## src/rtl/spinner_quad_decoder_if.sv

```systemverilog
// Purpose : bundles the spinner decoder's sample/control inputs and decoded outputs.
// Ports   : master drives ce/spinner/rd/err_clr; slave (the decoder) drives
//           delta_q/delta_nz/position/step_pulse/step_dir/err_cnt.
interface spinner_quad_decoder_if #(
   parameter int DELTA_W = 8,
   parameter int POS_W   = 12,
   parameter int ERR_W   = 4
);
   logic               ce;
   logic [1:0]         spinner;
   logic               rd;
   logic               err_clr;
   logic [DELTA_W-1:0] delta_q;
   logic               delta_nz;
   logic [POS_W-1:0]   position;
   logic               step_pulse;
   logic               step_dir;
   logic [ERR_W-1:0]   err_cnt;

   modport master (
      output ce, spinner, rd, err_clr,
      input  delta_q, delta_nz, position, step_pulse, step_dir, err_cnt
   );

   modport slave (
      input  ce, spinner, rd, err_clr,
      output delta_q, delta_nz, position, step_pulse, step_dir, err_cnt
   );
endinterface

```

## src/rtl/spinner_quad_decoder.sv

```systemverilog
// Purpose : quadrature spinner {B,A} -> synchronised, glitch-filtered steps, saturating read-and-clear
//           delta, wrapping absolute position, step pulse/direction and saturating illegal-transition count.
// Latency : raw edge -> step_pulse = SYNC_STAGES clocks + FILTER_TICKS ce ticks + 1 clock; no backpressure.
// Ports   : clk_48m, reset (async active-low); bus.slave carries ce/spinner/rd/err_clr in and
//           delta_q/delta_nz/position/step_pulse/step_dir/err_cnt out.
module spinner_quad_decoder #(
   parameter int SYNC_STAGES  = 2,
   parameter int FILTER_TICKS = 4,
   parameter int DELTA_W      = 8,
   parameter int POS_W        = 12,
   parameter int ERR_W        = 4
) (
   input  logic                   clk_48m,
   input  logic                   reset,
   spinner_quad_decoder_if.slave  bus
);
   localparam int CNT_W = $clog2(FILTER_TICKS + 1);
   localparam logic [CNT_W-1:0]   FT      = CNT_W'(FILTER_TICKS);
   localparam logic [DELTA_W-1:0] ACC_MAX = {1'b0, {(DELTA_W-1){1'b1}}};
   localparam logic [DELTA_W-1:0] ACC_MIN = {1'b1, {(DELTA_W-1){1'b0}}};

   // Position of a phase value along the +1 sequence 00->10->11->01.
   function automatic logic [1:0] phase_idx(input logic [1:0] p);
      return {p[0], p[0] ^ p[1]};
   endfunction

   logic [SYNC_STAGES-1:0][1:0] sync_q;
   logic [1:0]         cand_q, cand_d;
   logic [CNT_W-1:0]   cnt_q, cnt_d;
   logic [1:0]         phase_q, phase_d;
   logic               init_q, init_d;
   logic [DELTA_W-1:0] acc_q, acc_d;
   logic [DELTA_W-1:0] delta_out_q, delta_out_d;
   logic [POS_W-1:0]   pos_q, pos_d;
   logic [ERR_W-1:0]   err_q, err_d;
   logic               pulse_q, pulse_d;
   logic               dir_q, dir_d;

   logic [1:0]         sync_out;
   logic               accept;
   logic [1:0]         idx_diff;
   logic               step_inc, step_dec, illegal;
   logic [DELTA_W-1:0] acc_sat, step_val;

   assign sync_out = sync_q[SYNC_STAGES-1];

   // While the init flag is set, a settled value is accepted even if it matches the
   // reset phase, so the first stable reading after reset always becomes the reference.
   assign accept   = (cnt_q == FT) && (init_q || (cand_q != phase_q));
   assign idx_diff = phase_idx(cand_q) - phase_idx(phase_q);
   assign step_inc = accept && !init_q && (idx_diff == 2'd1);
   assign step_dec = accept && !init_q && (idx_diff == 2'd3);
   assign illegal  = accept && !init_q && (idx_diff == 2'd2);

   always_comb begin
      cand_d = cand_q;
      cnt_d  = cnt_q;
      if (bus.ce) begin
         if (sync_out != cand_q) begin
            cand_d = sync_out;
            cnt_d  = CNT_W'(1);
         end else if (cnt_q < FT) begin
            cnt_d = cnt_q + CNT_W'(1);
         end
      end

      phase_d = accept ? cand_q : phase_q;
      init_d  = accept ? 1'b0 : init_q;

      acc_sat = acc_q;
      if (step_inc && (acc_q != ACC_MAX)) begin
         acc_sat = acc_q + DELTA_W'(1);
      end else if (step_dec && (acc_q != ACC_MIN)) begin
         acc_sat = acc_q - DELTA_W'(1);
      end

      step_val = '0;
      if (step_inc) begin
         step_val = DELTA_W'(1);
      end else if (step_dec) begin
         step_val = '1;
      end

      // A read hands out the pre-step total and restarts from this cycle's step,
      // so a coinciding step lands in the next read exactly once.
      delta_out_d = bus.rd ? acc_q : delta_out_q;
      acc_d       = bus.rd ? step_val : acc_sat;

      pos_d = pos_q;
      if (step_inc) begin
         pos_d = pos_q + POS_W'(1);
      end else if (step_dec) begin
         pos_d = pos_q - POS_W'(1);
      end

      err_d = err_q;
      if (illegal) begin
         if (bus.err_clr) begin
            err_d = ERR_W'(1);
         end else if (err_q != '1) begin
            err_d = err_q + ERR_W'(1);
         end
      end else if (bus.err_clr) begin
         err_d = '0;
      end

      pulse_d = step_inc || step_dec;
      dir_d   = step_inc ? 1'b1 : (step_dec ? 1'b0 : dir_q);
   end

   always_ff @(posedge clk_48m or negedge reset) begin
      if (!reset) begin
         sync_q      <= '0;
         cand_q      <= '0;
         cnt_q       <= '0;
         phase_q     <= '0;
         init_q      <= 1'b1;
         acc_q       <= '0;
         delta_out_q <= '0;
         pos_q       <= '0;
         err_q       <= '0;
         pulse_q     <= 1'b0;
         dir_q       <= 1'b0;
      end else begin
         sync_q      <= {sync_q[SYNC_STAGES-2:0], bus.spinner};
         cand_q      <= cand_d;
         cnt_q       <= cnt_d;
         phase_q     <= phase_d;
         init_q      <= init_d;
         acc_q       <= acc_d;
         delta_out_q <= delta_out_d;
         pos_q       <= pos_d;
         err_q       <= err_d;
         pulse_q     <= pulse_d;
         dir_q       <= dir_d;
      end
   end

   assign bus.delta_q    = delta_out_q;
   assign bus.delta_nz   = (acc_q != '0);
   assign bus.position   = pos_q;
   assign bus.step_pulse = pulse_q;
   assign bus.step_dir   = dir_q;
   assign bus.err_cnt    = err_q;
endmodule
```

## src/flat_wrapper.sv

```systemverilog
// flat-port wrapper written by rule: the top's interface ports become plain ports
module spinner_quad_decoder_flat 
#(
   parameter int SYNC_STAGES  = 2,
   parameter int FILTER_TICKS = 4,
   parameter int DELTA_W      = 8,
   parameter int POS_W        = 12,
   parameter int ERR_W        = 4
)
  (clk_48m, reset, bus_ce, bus_spinner, bus_rd, bus_err_clr, bus_delta_q, bus_delta_nz, bus_position, bus_step_pulse, bus_step_dir, bus_err_cnt);
  spinner_quad_decoder_if #(.DELTA_W(DELTA_W), .POS_W(POS_W), .ERR_W(ERR_W)) bus_i ();
  input  logic clk_48m;
  input  logic reset;
  input wire logic [$bits(bus_i.ce)-1:0] bus_ce;
  input wire logic [$bits(bus_i.spinner)-1:0] bus_spinner;
  input wire logic [$bits(bus_i.rd)-1:0] bus_rd;
  input wire logic [$bits(bus_i.err_clr)-1:0] bus_err_clr;
  output wire logic [$bits(bus_i.delta_q)-1:0] bus_delta_q;
  output wire logic [$bits(bus_i.delta_nz)-1:0] bus_delta_nz;
  output wire logic [$bits(bus_i.position)-1:0] bus_position;
  output wire logic [$bits(bus_i.step_pulse)-1:0] bus_step_pulse;
  output wire logic [$bits(bus_i.step_dir)-1:0] bus_step_dir;
  output wire logic [$bits(bus_i.err_cnt)-1:0] bus_err_cnt;
  assign bus_i.ce = bus_ce;
  assign bus_i.spinner = bus_spinner;
  assign bus_i.rd = bus_rd;
  assign bus_i.err_clr = bus_err_clr;
  assign bus_delta_q = bus_i.delta_q;
  assign bus_delta_nz = bus_i.delta_nz;
  assign bus_position = bus_i.position;
  assign bus_step_pulse = bus_i.step_pulse;
  assign bus_step_dir = bus_i.step_dir;
  assign bus_err_cnt = bus_i.err_cnt;
  spinner_quad_decoder #(.SYNC_STAGES(SYNC_STAGES), .FILTER_TICKS(FILTER_TICKS), .DELTA_W(DELTA_W), .POS_W(POS_W), .ERR_W(ERR_W)) u_core (.clk_48m(clk_48m), .reset(reset), .bus(bus_i));
endmodule
```

## config.mk

```make
export PLATFORM = sky130hd
export DESIGN_NAME = spinner_quad_decoder_flat
export DESIGN_NICKNAME = d
export VERILOG_FILES = /design/src/rtl/spinner_quad_decoder_if.sv /design/src/rtl/spinner_quad_decoder.sv /design/src/flat_wrapper.sv
export SDC_FILE = /design/constraint.sdc
export NUM_CORES = 1
export LEC_CHECK = 0
export BUFFER_PORTS_ARGS = -buffer_cell sky130_fd_sc_hd__clkbuf_2
export CAP_MARGIN = 20
export CORE_MARGIN = 8
export CORE_UTILIZATION = 58
export CTS_BUF_LIST = sky130_fd_sc_hd__clkbuf_4 sky130_fd_sc_hd__clkbuf_8
export CTS_CLUSTER_DIAMETER = 200
export DETAILED_ROUTE_END_ITERATION = 10
export PLACE_DENSITY = 0.8
export SLEW_MARGIN = 10
export SYNTH_ARGS = -nofsm -noshare
export SYNTH_HDL_FRONTEND = slang
export SYNTH_SLANG_ARGS = --single-unit
export TNS_END_PERCENT = 30
```

## constraint.sdc

```tcl
create_clock -name clk_48m -period 4.05 [get_ports clk_48m]
set_input_delay 0 -clock clk_48m [delete_from_list [all_inputs] [get_ports clk_48m]]
set_output_delay 0 -clock clk_48m [all_outputs]
set_load 0.02 [all_outputs]
```

==> out/results.ini, run 1 <==
[outcome]
status=finished clean

[worst_setup_path]
cp_data_required_time_ns=4.22
path_depth=12
criticalPathCategory=flip-flop to flip-flop
crit_fanout=13
reg2regPathDepth=12
cp_cell_sequence=xnor2_1 -> ha_1 -> a2111o_1 -> inv_2 -> nand2b_1 -> ha_1 -> a211oi_1 -> o21ai_0 -> a31oi_1 -> o31ai_1 -> mux2_2 -> xnor2_1
cpMaxStageDelayCell=dfrtp_1
cp_top_family=compound AO/OA/AOI/OAI gates
cp_num_buf_inv=1
critPathLaunchType=flip-flop
slowest_delay_ns=0.46
crit_path_end_kind=flip-flop
arrival_ns=3.83

[synthesis]
ys_warn_count=0
synth_most_common_cell=dfrtp_1
syn_area_sq_mm=0.00267
synth-seq-area-share_pct=43.2
synth_top_area_share_pct=42.2
synthDistinctLibCells=48
avgSynthCellArea_sq_um=10.4
synth_top_area_cell=dfrtp_1
syn-num-nets=286
ys.flop_type=dfrtp_1
netlist_instances=256
synth-seq-cells=46
synth-edff-count=0
netlist_top_cells_area=dfrtp_1 (42%), ha_1 (9.9%), mux2_2 (5.5%)
synth_common_cells=dfrtp_1 (45), nand2_1 (30), ha_1 (21)
async_reset_ff_share_pct=100

[grt]
grt_max_degree=47
antenna_found_initial=0
grt_pass1_wl_um=9520
track_usage_pct=15.8
gr-total-overflow=0
grt_pass1_vias=2090

[sta]
period_minus_slack_ns=3.65
hold_viol=0
fmax_ghz=0.274
drv_slew=0
finalSetupViolCount=0
final.setup.tns_ns=0
fin_ws_ns=0.396
post-route-period-util_pct=90.2
slew_headroom_pct=62.3
hold_ws_ns=0.283
rsz0062_at_grt=false
worst_pin_slew_ns=0.565
clock_skew_ns=0.00793

[final_layout]
area_growth_pct=13.7
layout.nets=328
layout-drive-gt1-share_pct=21.4
fin_util_pct=69.1
diodes=0

[pwr]
p_leak_uw=0.00141
powerDensity_mw_per_mm2=680
ir_drop_mv=0.329
totalPowerFinal_uw=2060

[route]
drc=0
wl_um=5120
routed_wire_length_per_instance_um=14.6
routed_via_density=5.74
vias=2015
postRouteAntennaNets=0
drt_iter0_markers=61
first_pass_iters=4

[min_path]
min_delay_path_depth=3
min_path_type=input pin to flip-flop

[cts]
cts-htree-levels=2
clk-insertion-delay-late_ns=0.29
cts.sinks=46
root_buffer=clkbuf_8
cts_resized=0
clkSlewWorstSetupHoldPaths_ns=0.08
cts_tree=built
cts_buffers=5
clk_path_buf_depth=2

[place]
finalWeightedCongestion=0.864
dpl.hpwl_um=3830
portBuffers=33
pre_cts_ws_ns=0.393

[flow_run]
cap_viol_max_count=0

[floorplanning]
initial_core_util_pct=60.8
dieArea_sq_mm=0.00702
num_io_pins=34
row_count=24
die_h_um=83.8
core-area_sq_mm=0.00438
chipWidth_um=83.8

[power by group]
| group | total, uW | internal (uW) | switching [uW] |
|---|---|---|---|
| clock network | 290 | 145 | 146 |
| logic | 1070 | 474 | 598 |
| registers | 697 | 577 | 120 |
| total | 2060 | 1200 | 864 |
[cell type report]
class / count / area, sq um
multi-input combinational: 199 / 1470
fill: 355 / 1350
sequential: 46 / 1150
timing repair buffer: 40 / 230
clock buffer: 7 / 90.1
tap: 52 / 65.1
inverter: 6 / 22.5
clock inverter: 1 / 5.00
[placed cells by master, fill, tap and decap left out, types with 3 or more instances in the layout]
cell type | synthesis | layout
a211oi_1 | 3 | 3
a21o_1 | 3 | 3
a21oi_1 | 14 | 14
a31oi_1 | 3 | 3
clkbuf_2 | 0 | 33
clkbuf_8 | 0 | 6
dfrtp_1 | 45 | 45
dlygate4sd3_1 | 0 | 5
ha_1 | 21 | 21
inv_1 | 5 | 5
mux2_2 | 13 | 13
mux2i_1 | 3 | 3
nand2_1 | 30 | 30
nand2b_1 | 5 | 5
nand3_1 | 5 | 5
nor2_1 | 10 | 10
nor3_1 | 6 | 6
nor3b_1 | 3 | 3
o21a_1 | 5 | 5
o21ai_0 | 18 | 18
o21ai_1 | 6 | 6
xnor2_1 | 14 | 14
xor2_1 | 7 | 7
[tightest hold or removal path, delay by kind of cell]
| family | cells | cell delay [ns] |
|---|---|---|
| AO/OA/AOI/OAI | 1 | 0.13 |
| buffers and inverters | 1 | 0.28 |
| AND/OR/NAND/NOR | 1 | 0.13 |
[layer usage]
| layer | part of all wire, % | wire (um) | track usage (%) |
|---|---|---|---|
| met2 | 49 | 2490 | 26.5 |
| met1 | 47 | 2390 | 18.9 |
| met3 | 3.7 | 192 | 4.39 |
| met4 | 0.86 | 44 | 5.02 |
| met5 | 0 | 0 | 0 |
[stage by stage]
stage                     instances  area [sq um]
final                           351          3030
after detailed placement        338          2890
after global routing            351          3030
after floorplan                 256          2670
after global placement          338          2890
after CTS                       351          3030
[path summary, 6_finish.rpt]
path                                   from  slack, ns                       to
min in group asynchronous             reset       0.31          u_core.cnt_q[0]
max in group asynchronous             reset       3.34            u_core.init_q
setup reg to reg           u_core.cand_q[0]       0.40  u_core.bus.position[11]
hold reg to reg            u_core.sync_q[1]       0.35       u_core.sync_out[1]
hold / removal                       bus_rd       0.28          u_core.acc_q[7]
setup / recovery           u_core.cand_q[0]       0.40  u_core.bus.position[11]
[what timing repair did]
action	4_1_cts	5_1_grt
hold endpoints to repair	51	0
hold buffers	5	0
setup buffers	0	0
[kinds of logic (layout without fill, tap and decap cells)]
family / after synthesis / count (layout) / synth area share [%]
AO/OA/AOI/OAI: 66 / 66 / 16.0
flip-flops: 46 / 46 / 43.2
buffers and inverters: 11 / 54 / 1.83
multiplexers: 16 / 16 / 6.62
XOR/XNOR: 22 / 22 / 7.84
adder cells (fa/ha/maj): 23 / 23 / 11.4
AND/OR/NAND/NOR: 72 / 72 / 13.1
[registers in the layout, indices dropped and copies added, names as in the netlist]
| register | cells |
|---|---|
| u_core.sync_out | 2 |
| u_core.cnt_q | 3 |
| u_core.bus.step_pulse | 1 |
| u_core.cand_q | 2 |
| u_core.bus.delta_q | 8 |
| u_core.sync_q | 2 |
| u_core.bus.step_dir | 1 |
| u_core.init_q | 1 |
| u_core.bus.position | 12 |
| u_core.acc_q | 8 |
| u_core.phase_q | 2 |
| u_core.bus.err_cnt | 4 |
Power figures use the tool's default switching activity.
==> run 2, diff against run 1 <==
==> constraint.sdc (replaced) <==
create_clock -name clk_48m -period 3.4 [get_ports clk_48m]
set_input_delay 0 -clock clk_48m [delete_from_list [all_inputs] [get_ports clk_48m]]
set_output_delay 0 -clock clk_48m [all_outputs]
set_load 0.02 [all_outputs]
==> run 2 against run 1 <==
Design area is 5.6% higher. Via count increased by 5.6%. Worst hold slack improved by 0.012 ns. Setup slack got worse by 0.25 ns. Power is 33% higher. Sequential power increased by 20%. Critical path depth unchanged. Cell count up 4.3%. Non-clock buffer count increased by 16. Critical endpoint unchanged.
==> out/results.ini, run 2 (same netlist as run 1, synthesis figures left out) <==
[floorplanning]
num_io_pins=34  ; unchanged
die_h_um=83.8  ; unchanged
dieArea_sq_mm=0.00702  ; unchanged
initial_core_util_pct=60.8  ; unchanged
chipWidth_um=83.8  ; unchanged
core-area_sq_mm=0.00438  ; unchanged
row_count=24  ; unchanged

[cts]
cts_buffers=5  ; unchanged
clk_path_buf_depth=2  ; unchanged
cts.sinks=46  ; unchanged
clkSlewWorstSetupHoldPaths_ns=0.08  ; about the same
clk-insertion-delay-late_ns=0.30  ; about the same
cts_tree=built
root_buffer=clkbuf_8
cts-htree-levels=2  ; unchanged

[worst_setup_path]
crit_fanout=5  ; -8
worstSetupStartpoint=u_core.phase_q[1]
reg2regPathDepth=12  ; unchanged
criticalPathCategory=flip-flop to flip-flop
r2r_start=u_core.phase_q[1]
cp-endpoint=u_core.bus.position[11]
critPathLaunchType=flip-flop
r2r_end=u_core.bus.position[11]
arrival_ns=3.44  ; -0.39 ns
crit_path_end_kind=flip-flop
cp_data_required_time_ns=3.59  ; -0.63 ns
ff2ff_setup_slack_ns=0.14  ; -0.25 ns

[final_layout]
layout-drive-gt1-share_pct=27.1  ; +5.7 points
largest_reg_flops=12  ; unchanged
layout_commonest_cell=dfrtp_1
diodes=0  ; unchanged
area_growth_pct=20.0
layout.nets=344  ; +4.9%
most-common-layout-cells=dfrtp_1 (45), clkbuf_2 (33), nand2_1 (30), ha_1 (20), buf_4 (18)
layout.cells.non_filler=366  ; +4.3%

[sta]
drv_slew=0  ; unchanged
hold_viol=0  ; unchanged
fmax_ghz=0.307  ; +12%
hold_ws_ns=0.295  ; +0.0120 ns
clock_skew_ns=0.00436  ; -0.00356 ns
period_minus_slack_ns=3.26  ; -0.395 ns
slew_headroom_pct=61.5  ; -0.87 points
finalSetupViolCount=0  ; unchanged
post-route-period-util_pct=95.9  ; +5.6 points
final.setup.tns_ns=0  ; unchanged
worst_pin_slew_ns=0.578  ; +0.0130 ns

[route]
drc=0  ; unchanged
routed_wire_length_per_instance_um=15.7  ; +7.9%
drt_iter0_markers=78  ; +28%
first_pass_iters=4  ; unchanged
wl_um=5760  ; +12%
vias=2128  ; +5.6%
postRouteAntennaNets=0  ; unchanged
routed_via_density=5.81  ; +1.3%

[grt]
gr-total-overflow=0  ; unchanged
grt_max_degree=47  ; unchanged
antenna_found_initial=0  ; unchanged
grt_pass1_wl_um=9980  ; +4.9%
grt_pass1_vias=2189  ; +4.7%
track_usage_pct=16.5  ; +0.77 points

[outcome]
status=finished clean

[pwr]
p_leak_uw=0.00150  ; +6.4%
powerDensity_mw_per_mm2=855  ; +26%
ir_drop_mv=0.471  ; +43%

[min_path]
min_delay_path_depth=3  ; unchanged
min_path_type=input pin to flip-flop

[place]
dpl.hpwl_um=4100  ; +7.1%
placed_cells=351  ; +3.8%
portBuffers=33  ; unchanged
finalWeightedCongestion=0.813  ; -5.8%

[flow_run]
cap_viol_max_count=0  ; unchanged

-- run 2: how the worst min path moves through the flow --
stage,from,end,slack [ns]
after CTS,bus_rd,u_core.acc_q[7],0.27
final,bus_rd,u_core.acc_q[7],0.29
after global placement,bus_spinner[0],u_core.sync_q[0],0.11
after global routing,bus_rd,u_core.bus.delta_q[6],0.35
after floorplan,reset,u_core.acc_q[0],-0.30
after detailed placement,bus_spinner[1],u_core.sync_q[1],0.11
-- run 2: layout make-up --
cell class                 instances  area, sq um
inverter                           6         22.5
multi-input combinational        199         1500
sequential                        46         1150
timing repair buffer              56          350
clock inverter                     1         30.0
clock buffer                       6         82.6
fill                             317         1180
tap                               52         65.1
-- run 2: metal layers --
| layer | vias up | part of all wire [%] | global-route usage (%) |
|---|---|---|---|
| met5 | - | 0 | 0 |
| met4 | 0 | 1.6 | 5.65 |
| met3 | 10 | 4.1 | 4.49 |
| met2 | 41 | 51 | 28.4 |
| met1 | 1046 | 44 | 19.3 |
| li1 | 1031 | - | - |
-- run 2: repair_timing --
item	4_1_cts	5_1_grt
setup buffers	0	3
endpoints found under the hold margin	51	0
setup endpoints to repair	0	5
hold buffers	5	0
resized for setup	0	8
-- run 2: critical path: stages, from the launching register on --
cell	delay (ns)
dfrtp_1	0.42
xor2_1	0.17
ha_1	0.31
a2111o_1	0.43
inv_2	0.09
nand2b_2	0.11
ha_1	0.33
o21ai_0	0.13
o21ai_0	0.23
a31oi_1	0.14
o31ai_1	0.29
mux2_2	0.37
xnor2_1	0.12
-- run 2: where the power goes --
part | switching [uW] | internal [uW] | leakage (uW) | total (uW)
Clock | 182 | 235 | 0.0000573 | 417
Sequential | 146 | 688 | 0.000582 | 834
Combinational | 787 | 697 | 0.000856 | 1480
-- run 2: per-stage QoR --
| stage | total power (uW) | util (%) | area [sq um] | setup slack [ns] |
|---|---|---|---|---|
| CTS | 2670 | 71.7 | 3150 | 0.0516 |
| global placement | 2190 | 68.0 | 2980 | 0.118 |
| detailed placement | 2240 | 68.0 | 2980 | 0.0803 |
| finish | 2730 | 73.0 | 3200 | 0.141 |
| floorplan | 1810 | - | 2670 | 0.0124 |
| global route | 2950 | 73.0 | 3200 | -0.0414 |
==> run 3, diff against run 2 <==
==> constraint.sdc (replaced) <==
create_clock -name clk_48m -period 3 [get_ports clk_48m]
set_input_delay 0 -clock clk_48m [delete_from_list [all_inputs] [get_ports clk_48m]]
set_output_delay 0 -clock clk_48m [all_outputs]
set_load 0.02 [all_outputs]
==> run 3 against run 2 <==
Clock skew up 0.0044 ns. Power up 28%. Critical path depth unchanged. Critical path type unchanged. Register-to-register slack worse by 0.33 ns. The flow now finishes with violations (negative setup slack). Largest power group unchanged.
==> out/results.ini, run 3 (same netlist as run 1, synthesis figures left out) <==
[final_layout]
largest_reg_flops=12  ; unchanged
most-common-layout-cells=dfrtp_1 (45), clkbuf_2 (33), nand2_1 (30), buf_4 (27), xnor2_1 (14)
diodes=0  ; unchanged
layout-drive-gt1-share_pct=37.6  ; +11 points
filler_cell_count=245  ; -23%
layout.nets=356  ; +3.5%
ff_latch_area_sq_mm=0.00115  ; unchanged
area_growth_pct=32.1
multiInputGateArea_sq_mm=0.00172  ; +15%
fin_util_pct=80.3  ; +7.3 points
layout_commonest_cell=dfrtp_1

[pwr]
ir_drop_mv=0.629  ; +34%
p_leak_uw=0.00158  ; +5.8%
powerDensity_mw_per_mm2=991  ; +16%

[worst_setup_path]
cp_top_family=compound AO/OA/AOI/OAI gates
criticalPathCategory=flip-flop to flip-flop
cpMaxStageDelayCell=dfrtp_1
crit_fanout=6  ; +1
cp_cell_sequence=xor2_1 -> ha_1 -> a2111o_1 -> nor3b_2 -> inv_2 -> ha_4 -> a21oi_2 -> o211ai_1 -> o41ai_2 -> xnor2_1 -> mux2i_1 -> o211a_1
cp_data_required_time_ns=3.25  ; -0.34 ns
slowest_delay_ns=0.40  ; -0.03 ns
path_depth=12  ; unchanged
reg2regPathDepth=12  ; unchanged
cp_num_buf_inv=1  ; unchanged
critPathLaunchType=flip-flop
crit_path_end_kind=flip-flop
arrival_ns=3.44  ; about the same

[sta]
period_minus_slack_ns=3.19  ; -0.0686 ns
worst_pin_slew_ns=0.511  ; -0.0670 ns
rsz0062_at_grt=true
clock_skew_ns=0.00880  ; +0.00444 ns
hold_ws_ns=0.171  ; -0.124 ns
slew_headroom_pct=65.8  ; +4.3 points
drv_slew=0  ; unchanged
fin_ws_ns=-0.191  ; -0.331 ns
post-route-period-util_pct=106  ; +10 points
hold_viol=0  ; unchanged
final.setup.tns_ns=-0.850  ; -0.850 ns
fmax_ghz=0.313  ; +2.1%
finalSetupViolCount=8  ; +8

[place]
finalWeightedCongestion=0.883  ; +8.6%
dpl.hpwl_um=4150  ; +1.1%
portBuffers=33  ; unchanged

[route]
postRouteAntennaNets=0  ; unchanged
first_pass_iters=4  ; unchanged
routed_via_density=5.94  ; +2.2%
routed_wire_length_per_instance_um=17.6  ; +12%
drc=0  ; unchanged
vias=2252  ; +5.8%
drt_iter0_markers=109  ; +40%
wl_um=6660  ; +16%

[floorplanning]
die_h_um=83.8  ; unchanged
num_io_pins=34  ; unchanged
core-area_sq_mm=0.00438  ; unchanged
row_count=24  ; unchanged
initial_core_util_pct=60.8  ; unchanged
dieArea_sq_mm=0.00702  ; unchanged
chipWidth_um=83.8  ; unchanged

[cts]
root_buffer=clkbuf_8
cts.sinks=46  ; unchanged
clkSlewWorstSetupHoldPaths_ns=0.08  ; about the same
cts_tree=built
cts-htree-levels=2  ; unchanged
clk_path_buf_depth=2  ; unchanged
clk-insertion-delay-late_ns=0.31  ; about the same
cts_buffers=5  ; unchanged

[outcome]
violations=negative setup slack
status=finished with violations

[flow_run]
cap_viol_max_count=0  ; unchanged

[grt]
grt_pass1_wl_um=9860  ; -1.2%
antenna_found_initial=0  ; unchanged
gr-total-overflow=0  ; unchanged
grt_pass1_vias=2175  ; -0.64%
track_usage_pct=16.6  ; +0.054 points
grt_max_degree=29  ; -38%

[min_path]
min_path_type=input pin to async pin

## run 3: cell count changes in the layout (fill, tap and decap cells not counted), moves of 4 or more
cell | before | now
ha_1 | 20 | 7
a21oi_1 | 13 | 9
a21oi_2 | 2 | 6
buf_4 | 18 | 27
o21ai_0 | 16 | 10
ha_4 | 1 | 13
## run 3: metrics by stage
step | std cells | instance area [sq um] | worst slack [ns] | total power, uW
after CTS | 368 | 3250 | -0.0711 | 3100
after global routing | 379 | 3520 | -0.354 | 3720
final | 379 | 3520 | -0.191 | 3490
after global placement | 355 | 3070 | 0.0317 | 2560
after detailed placement | 355 | 3070 | -0.0915 | 2610
after floorplan | 256 | 2720 | 0.00884 | 2120
## run 3: worst register-to-register path: cells and delay by family (launching register included)
family | cells | cell delay, ns
multiplexers | 1 | 0.23
buffers and inverters | 1 | 0.17
AO/OA/AOI/OAI | 5 | 1.17
AND/OR/NAND/NOR | 1 | 0.27
adder cells (fa/ha/maj) | 2 | 0.54
flip-flops | 1 | 0.40
XOR/XNOR | 2 | 0.36
## run 3: final cells by class
class                   instances  area share [%]
clock buffers                   8            3.13
inverters                       6           0.711
multi-input cells             199            48.8
flip-flops and latches         46            32.7
well taps                      52            1.85
repair buffers                 68            12.8
## run 3: what timing repair did
action / 4_1_cts / 5_1_grt
buffers inserted: 0 / 12
endpoints found under the hold margin: 25 / 0
endpoints found under the setup margin: 5 / 10
resized for setup: 6 / 34
pin swaps: 0 / 22
hold buffers: 5 / 0
## run 3: path summary, 6_finish.rpt
kind,from,endpoint,slack [ns]
worst max-delay path,u_core.phase_q[0],u_core.acc_q[7],-0.19
worst min-delay path,reset,u_core.cnt_q[2],0.17
worst max register to register,u_core.phase_q[0],u_core.acc_q[7],-0.19
worst min register to register,u_core.sync_q[1],u_core.sync_out[1],0.35
max in group asynchronous,reset,u_core.init_q,2.07
min in group clk_48m,bus_rd,u_core.acc_q[7],0.31
## run 3: report_power, final
group          internal, uW  switching (uW)  total (uW)
registers               778             192         971
logic                  1040            1030        2070
clock network           233             212         445
## run 3: metal layers
| metal | track usage (%) | up-vias | share of wire [%] |
|---|---|---|---|
| met4 | 5.65 | 0 | 2.4 |
| met5 | 0 | - | 0 |
| met3 | 4.39 | 14 | 4.1 |
| met1 | 19.5 | 1122 | 43 |
| li1 | - | 1059 | - |
| met2 | 28.3 | 57 | 50 |
